==> src/rtl/i2c_scl_gen.sv <==
// i2c_scl_gen: run-time divisor SCL generator with fall/low-mid/rise/high-mid phase strobes.
// Optional clock stretching in the first high quarter is enabled with macro CLK_STRETCH_EN.
module i2c_scl_gen #(
    parameter int CNT_W = 16
) (
    input  logic             clk_i,
    input  logic             rst_n_i,
    input  logic             en_i,
    input  logic [CNT_W-1:0] div_i,
    input  logic             scl_in_i,
    output logic             scl_o,
    output logic             fall_stb_o,
    output logic             low_mid_stb_o,
    output logic             rise_stb_o,
    output logic             high_mid_stb_o,
    output logic             stretch_o
);

    typedef enum logic [1:0] {
        LOW_A  = 2'd0,
        LOW_B  = 2'd1,
        HIGH_A = 2'd2,
        HIGH_B = 2'd3
    } phase_t;

    phase_t           phase, phase_n;
    logic [CNT_W-1:0] cnt, cnt_n;
    logic [CNT_W-1:0] div_q, div_n;
    logic             running, running_n;
    logic             scl_n, fall_n, low_mid_n, rise_n, high_mid_n, stretch_n;
    logic             hold;

`ifdef CLK_STRETCH_EN
    // A slave holding SCL low freezes the first high quarter.
    assign hold = (phase == HIGH_A) && !scl_in_i;
`else
    logic unused_scl_in;
    assign unused_scl_in = scl_in_i;
    assign hold          = 1'b0;
`endif

    always_comb begin
        phase_n    = phase;
        cnt_n      = cnt;
        div_n      = div_q;
        running_n  = running;
        scl_n      = scl_o;
        fall_n     = 1'b0;
        low_mid_n  = 1'b0;
        rise_n     = 1'b0;
        high_mid_n = 1'b0;
        stretch_n  = 1'b0;
        if (!en_i) begin
            running_n = 1'b0;
            phase_n   = LOW_A;
            cnt_n     = '0;
            scl_n     = 1'b1;
        end else if (!running) begin
            running_n = 1'b1;
            phase_n   = LOW_A;
            cnt_n     = '0;
            div_n     = div_i;
            scl_n     = 1'b0;
            fall_n    = 1'b1;
        end else if (hold) begin
            stretch_n = 1'b1;
        end else if (cnt == div_q) begin
            cnt_n = '0;
            unique case (phase)
                LOW_A: begin
                    phase_n   = LOW_B;
                    scl_n     = 1'b0;
                    low_mid_n = 1'b1;
                end
                LOW_B: begin
                    phase_n = HIGH_A;
                    scl_n   = 1'b1;
                    rise_n  = 1'b1;
                end
                HIGH_A: begin
                    phase_n    = HIGH_B;
                    scl_n      = 1'b1;
                    high_mid_n = 1'b1;
                end
                HIGH_B: begin
                    // New divisor only ever takes effect at a period boundary.
                    phase_n = LOW_A;
                    scl_n   = 1'b0;
                    fall_n  = 1'b1;
                    div_n   = div_i;
                end
                default: phase_n = LOW_A;
            endcase
        end else begin
            cnt_n = cnt + CNT_W'(1);
        end
    end

    always_ff @(posedge clk_i) begin
        if (!rst_n_i) begin
            phase          <= LOW_A;
            cnt            <= '0;
            div_q          <= '0;
            running        <= 1'b0;
            scl_o          <= 1'b1;
            fall_stb_o     <= 1'b0;
            low_mid_stb_o  <= 1'b0;
            rise_stb_o     <= 1'b0;
            high_mid_stb_o <= 1'b0;
            stretch_o      <= 1'b0;
        end else begin
            phase          <= phase_n;
            cnt            <= cnt_n;
            div_q          <= div_n;
            running        <= running_n;
            scl_o          <= scl_n;
            fall_stb_o     <= fall_n;
            low_mid_stb_o  <= low_mid_n;
            rise_stb_o     <= rise_n;
            high_mid_stb_o <= high_mid_n;
            stretch_o      <= stretch_n;
        end
    end

endmodule

==> config.mk <==
export PLATFORM = sky130hd
export DESIGN_NAME = i2c_scl_gen
export DESIGN_NICKNAME = d
export VERILOG_FILES = /design/src/rtl/i2c_scl_gen.sv
export SDC_FILE = /design/constraint.sdc
export NUM_CORES = 1
export LEC_CHECK = 0
export ABC_AREA = 1
export BUFFER_PORTS_ARGS = -buffer_cell sky130_fd_sc_hd__buf_2
export CORE_MARGIN = 1
export CORE_UTILIZATION = 40
export CTS_CLUSTER_DIAMETER = 120
export DETAILED_ROUTE_END_ITERATION = 10
export PLACE_DENSITY = 0.55
export SLEW_MARGIN = 40
export SYNTH_ARGS = -nofsm -noshare
export SYNTH_HDL_FRONTEND = slang
export SYNTH_SLANG_ARGS = --single-unit
==> constraint.sdc <==
create_clock -name clk_i -period 1.6 [get_ports clk_i]
set_input_delay 0.08 -clock clk_i [delete_from_list [all_inputs] [get_ports clk_i]]
set_output_delay 0.08 -clock clk_i [all_outputs]
set_load 0.005 [all_outputs]
======== Word-level counts from Yosys, hierarchy flattened ========
Index checks and enable logic that the tools add are counted.
operators by class
  $add $sub $neg .......................... 1
  multipliers ............................. 0
  divide/modulo/power cells ............... 0
  magnitude comparators ................... 0
  eq/ne operators ......................... 6
  shift-type cells ........................ 0
  multiplexer cells ....................... 14
  bitwise gates (word level) .............. 3
  reductions and logical operators ........ 8
operators by type and width
  cell                                            count
  two-way mux 16 bit                              3
  adder 16 x 1 -> 16 bit (second input constant)  1
  == test 16 bit                                  1
  two-way mux 1 bit                               9
  case mux 2 bit (4 select lines)                 1
  AND reduction 3 bit                             2
  == test 2 bit (second input constant)           2
  != test 2 x 1 -> 1 bit (second input constant)  2
  AND reduction 4 bit                             1
  OR reduction 2 bit                              2
  OR reduction 4 bit                              1
  NOT 1 bit                                       3
  == test 2 x 1 -> 1 bit (second input constant)  1
  logical NOT 2 bit                               1
  case mux 1 bit (2 select lines)                 1
  AND reduction 2 bit                             1
storage, ports and cells
  bits in registers ....................... 40
  latch bits .............................. 0
  RAM bits ................................ 0
  memory bits (read-only) ................. 0
  bits of input ports ..................... 20
  output and inout bits ................... 6
  word-level logic and storage cells ...... 41
  memories kept ........................... 0

======== Logic depth before layout (Yosys ltp) ========
  word-level depth ........................ 5
  gate-level depth with buffers ........... 12
  depth with buffers taken out ............ 11

======== Worst setup path after synthesis ========
OpenSTA, ideal clock, no wires.
  path kind ............................... reg-to-reg
  start ................................... reg cnt[0]
  end ..................................... reg cnt[14]
  library setup time ...................... 0.115 ns
  data arrival time ....................... 1.326 ns
  required time ........................... 1.485 ns
  setup slack ............................. 0.159 ns
  cell stages (with the launch flop) ...... 10
  path buffers ............................ 0
  period minus slack after synthesis ...... 1.441 ns
  path through ............................ dfxtp_1 ha_1 nand3_1 nor2_1 nand3_1 inv_1 nand4_1 inv_1 a21oi_1 o21a_1
on the way
  longest elaborated chain between the ends .. 2
  elaborated cells on any way between the ends .. 3
  classes of those cells .................. add/sub: 1; eq/ne: 1; reduce/logical: 1
ends and longest elaborated chain
  item                                                            line  text
  start, declared                                                 27    logic [CNT_W-1:0] cnt, cnt_n;
  start signal, assigned                                          113   cnt <= cnt_n;
  branches (longest 2 deep; another with adder 16 x 1 -> 16 bit)  n/a
Several ways; the timed one is not identified.
A chain may end at the register's enable or synchronous reset.

======== Worst setup path after layout ========
Same ends and word-level chain as after synthesis.

==> out/summary.json <==
{
  "status": "finished, final reports clean",
  "placement.setup.worst_slack_ns": 0.0100,
  "fin_max_slew_vios": 0,
  "dp.final_hpwl_um": 3280,
  "tightestPinTransition_ns": 0.583,
  "cp-startpoint": "cnt[0]",
  "floorplan.die.height_um": 75.2,
  "vdd_ir_drop_max_uv": 366,
  "largest_net_degree_at_the_start_of_global_routing": 33,
  "r2r_cells": 9,
  "finalSetupViolations": 0,
  "static_leak_nw": 1.21,
  "finalWeightedCongestion": 0.843,
  "wirelength_um": 4510,
  "max_freq_mhz": 667,
  "cts.sinks": 40,
  "worst-r2r-setup-slack_ns": 0.1,
  "post-route-cell-area_um2": 2630,
  "core_area_um2": 5140,
  "track_usage_pct": 16.8,
  "worst-endpoint-arrival_ns": 1.69,
  "detail_route.first_pass.iterations": 4,
  "detailed_place.area_um2": 2360,
  "total_power_mw": 2.02,
  "grt_remaining_overflow": 0,
  "relSlewSlack_pct": 61.1,
  "final_cell_count_no_fill": 431,
  "synthesis.nets": 347,
  "layout-drive-gt1-share_pct": 28.8,
  "insertedDiodeCount": 0,
  "std_cell_rows": 26,
  "clkLatencyLatePin_ns": 0.30,
  "layout_worst_path_cycle_share_pct": 93.8,
  "route.detailed.vias_per_inst": 4.60,
  "rsz0062_at_grt": "true",
  "area_growth_pct": 22.5,
  "min_delay_path_depth": 3,
  "filler_cell_count": 565,
  "min_to": "fall_stb_o",
  "remaining_number_of_nets_flagged_by_the_antenna_check_after_routing": 0,
  "ys_seq_area_share_pct": 37.4,
  "clk_pin_slew_ns": 0.07,
  "min-delay-path-class": "input pin to flip-flop",
  "cell_at_the_root_of_the_clock_tree": "sky130_fd_sc_hd__clkbuf_8",
  "cts_tree": "yes",
  "hold_viol_final": 0,
  "post-route-drc-count": 0,
  "postSynthAreaPerCell_um2": 6.66,
  "mappedNetlistArea_um2": 2140,
  "rr_endpoint": "cnt[14]",
  "clock_tree.htree_level_count": 2,
  "crit_fanout": 4,
  "syn_inst": 322,
  "final_period_minus_worst_setup_slack_ns": 1.50,
  "grt_first_pass_wirelength_um": 7040,
  "required_ns": 1.79,
  "die_w_um": 75.2,
  "powerDensity_nw_per_um2": 770,
  "critPathKind": "flip-flop to flip-flop",
  "final.setup.tns_ns": 0,
  "cts-root-to-sink-buffers": 2,
  "worst_setup_path_start_kind": "flip-flop",
  "drv_cap": 0,
  "rr_startpoint": "cnt[0]",
  "detailed_route_wire_length_per_cell_um": 10.5,
  "worst_slack_ns": 0.100,
  "dp_cells": 419,
  "critical_path.endpoint_type": "flip-flop",
  "placement.io_buffers": 23,
  "worst_hold_startpoint": "en_i",
  "die-area_um2": 5660,
  "vias": 1982,
  "nNetsFinal": 385,
  "clock-skew-final_ns": 0.00606,
  "yosys_register_bits": 40,
  "first_global_vias": 1523,
  "synth_warnings": 0,
  "first_iter_violations": 90,
  "cts_made_buffers": 5,
  "yosysUniqueCellTypes": 29,
  "pin_count": 26,
  "start_util_pct": 41.7,
  "number_of_antenna_violations_at_the_first_check_in_global_routing": 0
}
==> report_power, final <==
part	internal [mW]	switching, mW	leakage (nW)
combinational	0.107	0.145	0.826
clock	0.352	0.350	0.0455
sequential	1.03	0.0362	0.338
==> per-stage QoR <==
| step | hold slack [ns] | utilization, % |
|---|---|---|
| 2_1_floorplan | 0.303 | - |
| 3_3_place_gp | 0.366 | 45.9 |
| 3_5_place_dp | 0.383 | 45.9 |
| 4_1_cts | 0.0643 | 47.7 |
| 5_1_grt | 0.0722 | 51.1 |
| 6_report | 0.0731 | 51.1 |
==> how the worst max path moves through the flow <==
| stage | slack [ns] | to | cells after the start |
|---|---|---|---|
| after floorplan | 0.16 | cnt[14] | 9 |
| after global placement | 0.03 | cnt[12] | 8 |
| after detailed placement | 0.01 | cnt[14] | 9 |
| after CTS | 0.006 | cnt[14] | 9 |
| after global routing | -0.02 | div_q[11] | 11 |
| final | 0.1 | cnt[14] | 9 |
==> state kept, by name, summed over array words and instances, names as in the netlist <==
register,cells
scl_o,1
low_mid_stb_o,1
div_q,16
running,1
rise_stb_o,1
fall_stb_o,1
phase,2
cnt,16
high_mid_stb_o,1
==> per-layer routing <==
layer	vias up	track usage [%]	part of all wire [%]
met5	-	0	0
met4	0	6.17	1.6
met3	8	4.02	4.6
met2	43	24.2	45
met1	857	24.1	48
li1	1074	-	-
==> logic make-up after synthesis <==
| logic type | Yosys count | share of synthesized area, % |
|---|---|---|
| xor+xnor | 4 | 1.63 |
| compound gates | 30 | 7.18 |
| other cells | 1 | 0.175 |
| flops | 40 | 37.4 |
| buf+inv | 72 | 15.2 |
| simple gates | 170 | 35.5 |
| fa+ha+maj | 5 | 2.92 |
==> cell type report <==
type,count,area [um2],area share [%]
inverter,61,231,8.82
tap,70,87.6,3.34
sequential,40,836,31.8
timing repair buffer,40,250,9.53
multi-input combinational,212,1130,43.0
clock buffer,8,90.1,3.43
==> cell usage in the layout, fill, tap and decap left out, types with 9 or more instances in the layout <==
master and n:
sky130_fd_sc_hd__dfxtp_1 18, sky130_fd_sc_hd__dfxtp_2 19, sky130_fd_sc_hd__nand4_1 20, sky130_fd_sc_hd__nand2_1 76, sky130_fd_sc_hd__nor2_1 38, sky130_fd_sc_hd__a21oi_1 24, sky130_fd_sc_hd__inv_1 51, sky130_fd_sc_hd__inv_2 9
sky130_fd_sc_hd__buf_4 15, sky130_fd_sc_hd__buf_2 23
==> critical path, cell delays in order, from the launching register on <==
cell and delay [ns]:
sky130_fd_sc_hd__dfxtp_4 0.38, sky130_fd_sc_hd__ha_4 0.16, sky130_fd_sc_hd__nand3_4 0.10, sky130_fd_sc_hd__nor2_4 0.12, sky130_fd_sc_hd__nand3_1 0.10, sky130_fd_sc_hd__inv_2 0.08
sky130_fd_sc_hd__nand4_1 0.17, sky130_fd_sc_hd__inv_1 0.12, sky130_fd_sc_hd__a21oi_1 0.07, sky130_fd_sc_hd__o21a_1 0.11
==> repair_timing <==
action,4_1_cts,5_1_grt
endpoints found under the setup margin,2,38
pin swaps,0,17
resized for setup,1,53
buffers inserted,0,2
gates cloned,0,2
hold buffers,0,0
==> cell usage after synthesis <==
library cell / number / area share [%]
sky130_fd_sc_hd__o21a_1: 1 / 0.35
sky130_fd_sc_hd__buf_6: 1 / 0.53
sky130_fd_sc_hd__a21oi_1: 24 / 5.6
sky130_fd_sc_hd__nand2_1: 82 / 14
sky130_fd_sc_hd__nor4_2: 1 / 0.58
sky130_fd_sc_hd__nor2_2: 3 / 0.88
sky130_fd_sc_hd__inv_1: 55 / 9.6
sky130_fd_sc_hd__clkbuf_1: 4 / 0.70
sky130_fd_sc_hd__nor4_1: 1 / 0.29
sky130_fd_sc_hd__clkbuf_8: 1 / 0.64
sky130_fd_sc_hd__nand2_4: 2 / 1.1
sky130_fd_sc_hd__inv_2: 6 / 1.1
sky130_fd_sc_hd__o21ai_0: 4 / 0.93
sky130_fd_sc_hd__o22ai_1: 1 / 0.29
sky130_fd_sc_hd__nor2_1: 42 / 7.4
sky130_fd_sc_hd__ha_1: 5 / 2.9
sky130_fd_sc_hd__nand2_2: 3 / 0.88
sky130_fd_sc_hd__xor2_1: 4 / 1.6
sky130_fd_sc_hd__nor3_1: 5 / 1.2
sky130_fd_sc_hd__or2_2: 1 / 0.29
sky130_fd_sc_hd__nand3_2: 1 / 0.47
sky130_fd_sc_hd__buf_12: 1 / 0.93
sky130_fd_sc_hd__nor3_2: 1 / 0.47
sky130_fd_sc_hd__nand4_1: 20 / 5.8
sky130_fd_sc_hd__buf_4: 3 / 1.1
sky130_fd_sc_hd__dfxtp_1: 40 / 37
sky130_fd_sc_hd__nand3_1: 8 / 1.9
sky130_fd_sc_hd__buf_8: 1 / 0.70
sky130_fd_sc_hd__conb_1: 1 / 0.17
No activity file was read; power rests on OpenSTA's default activity.
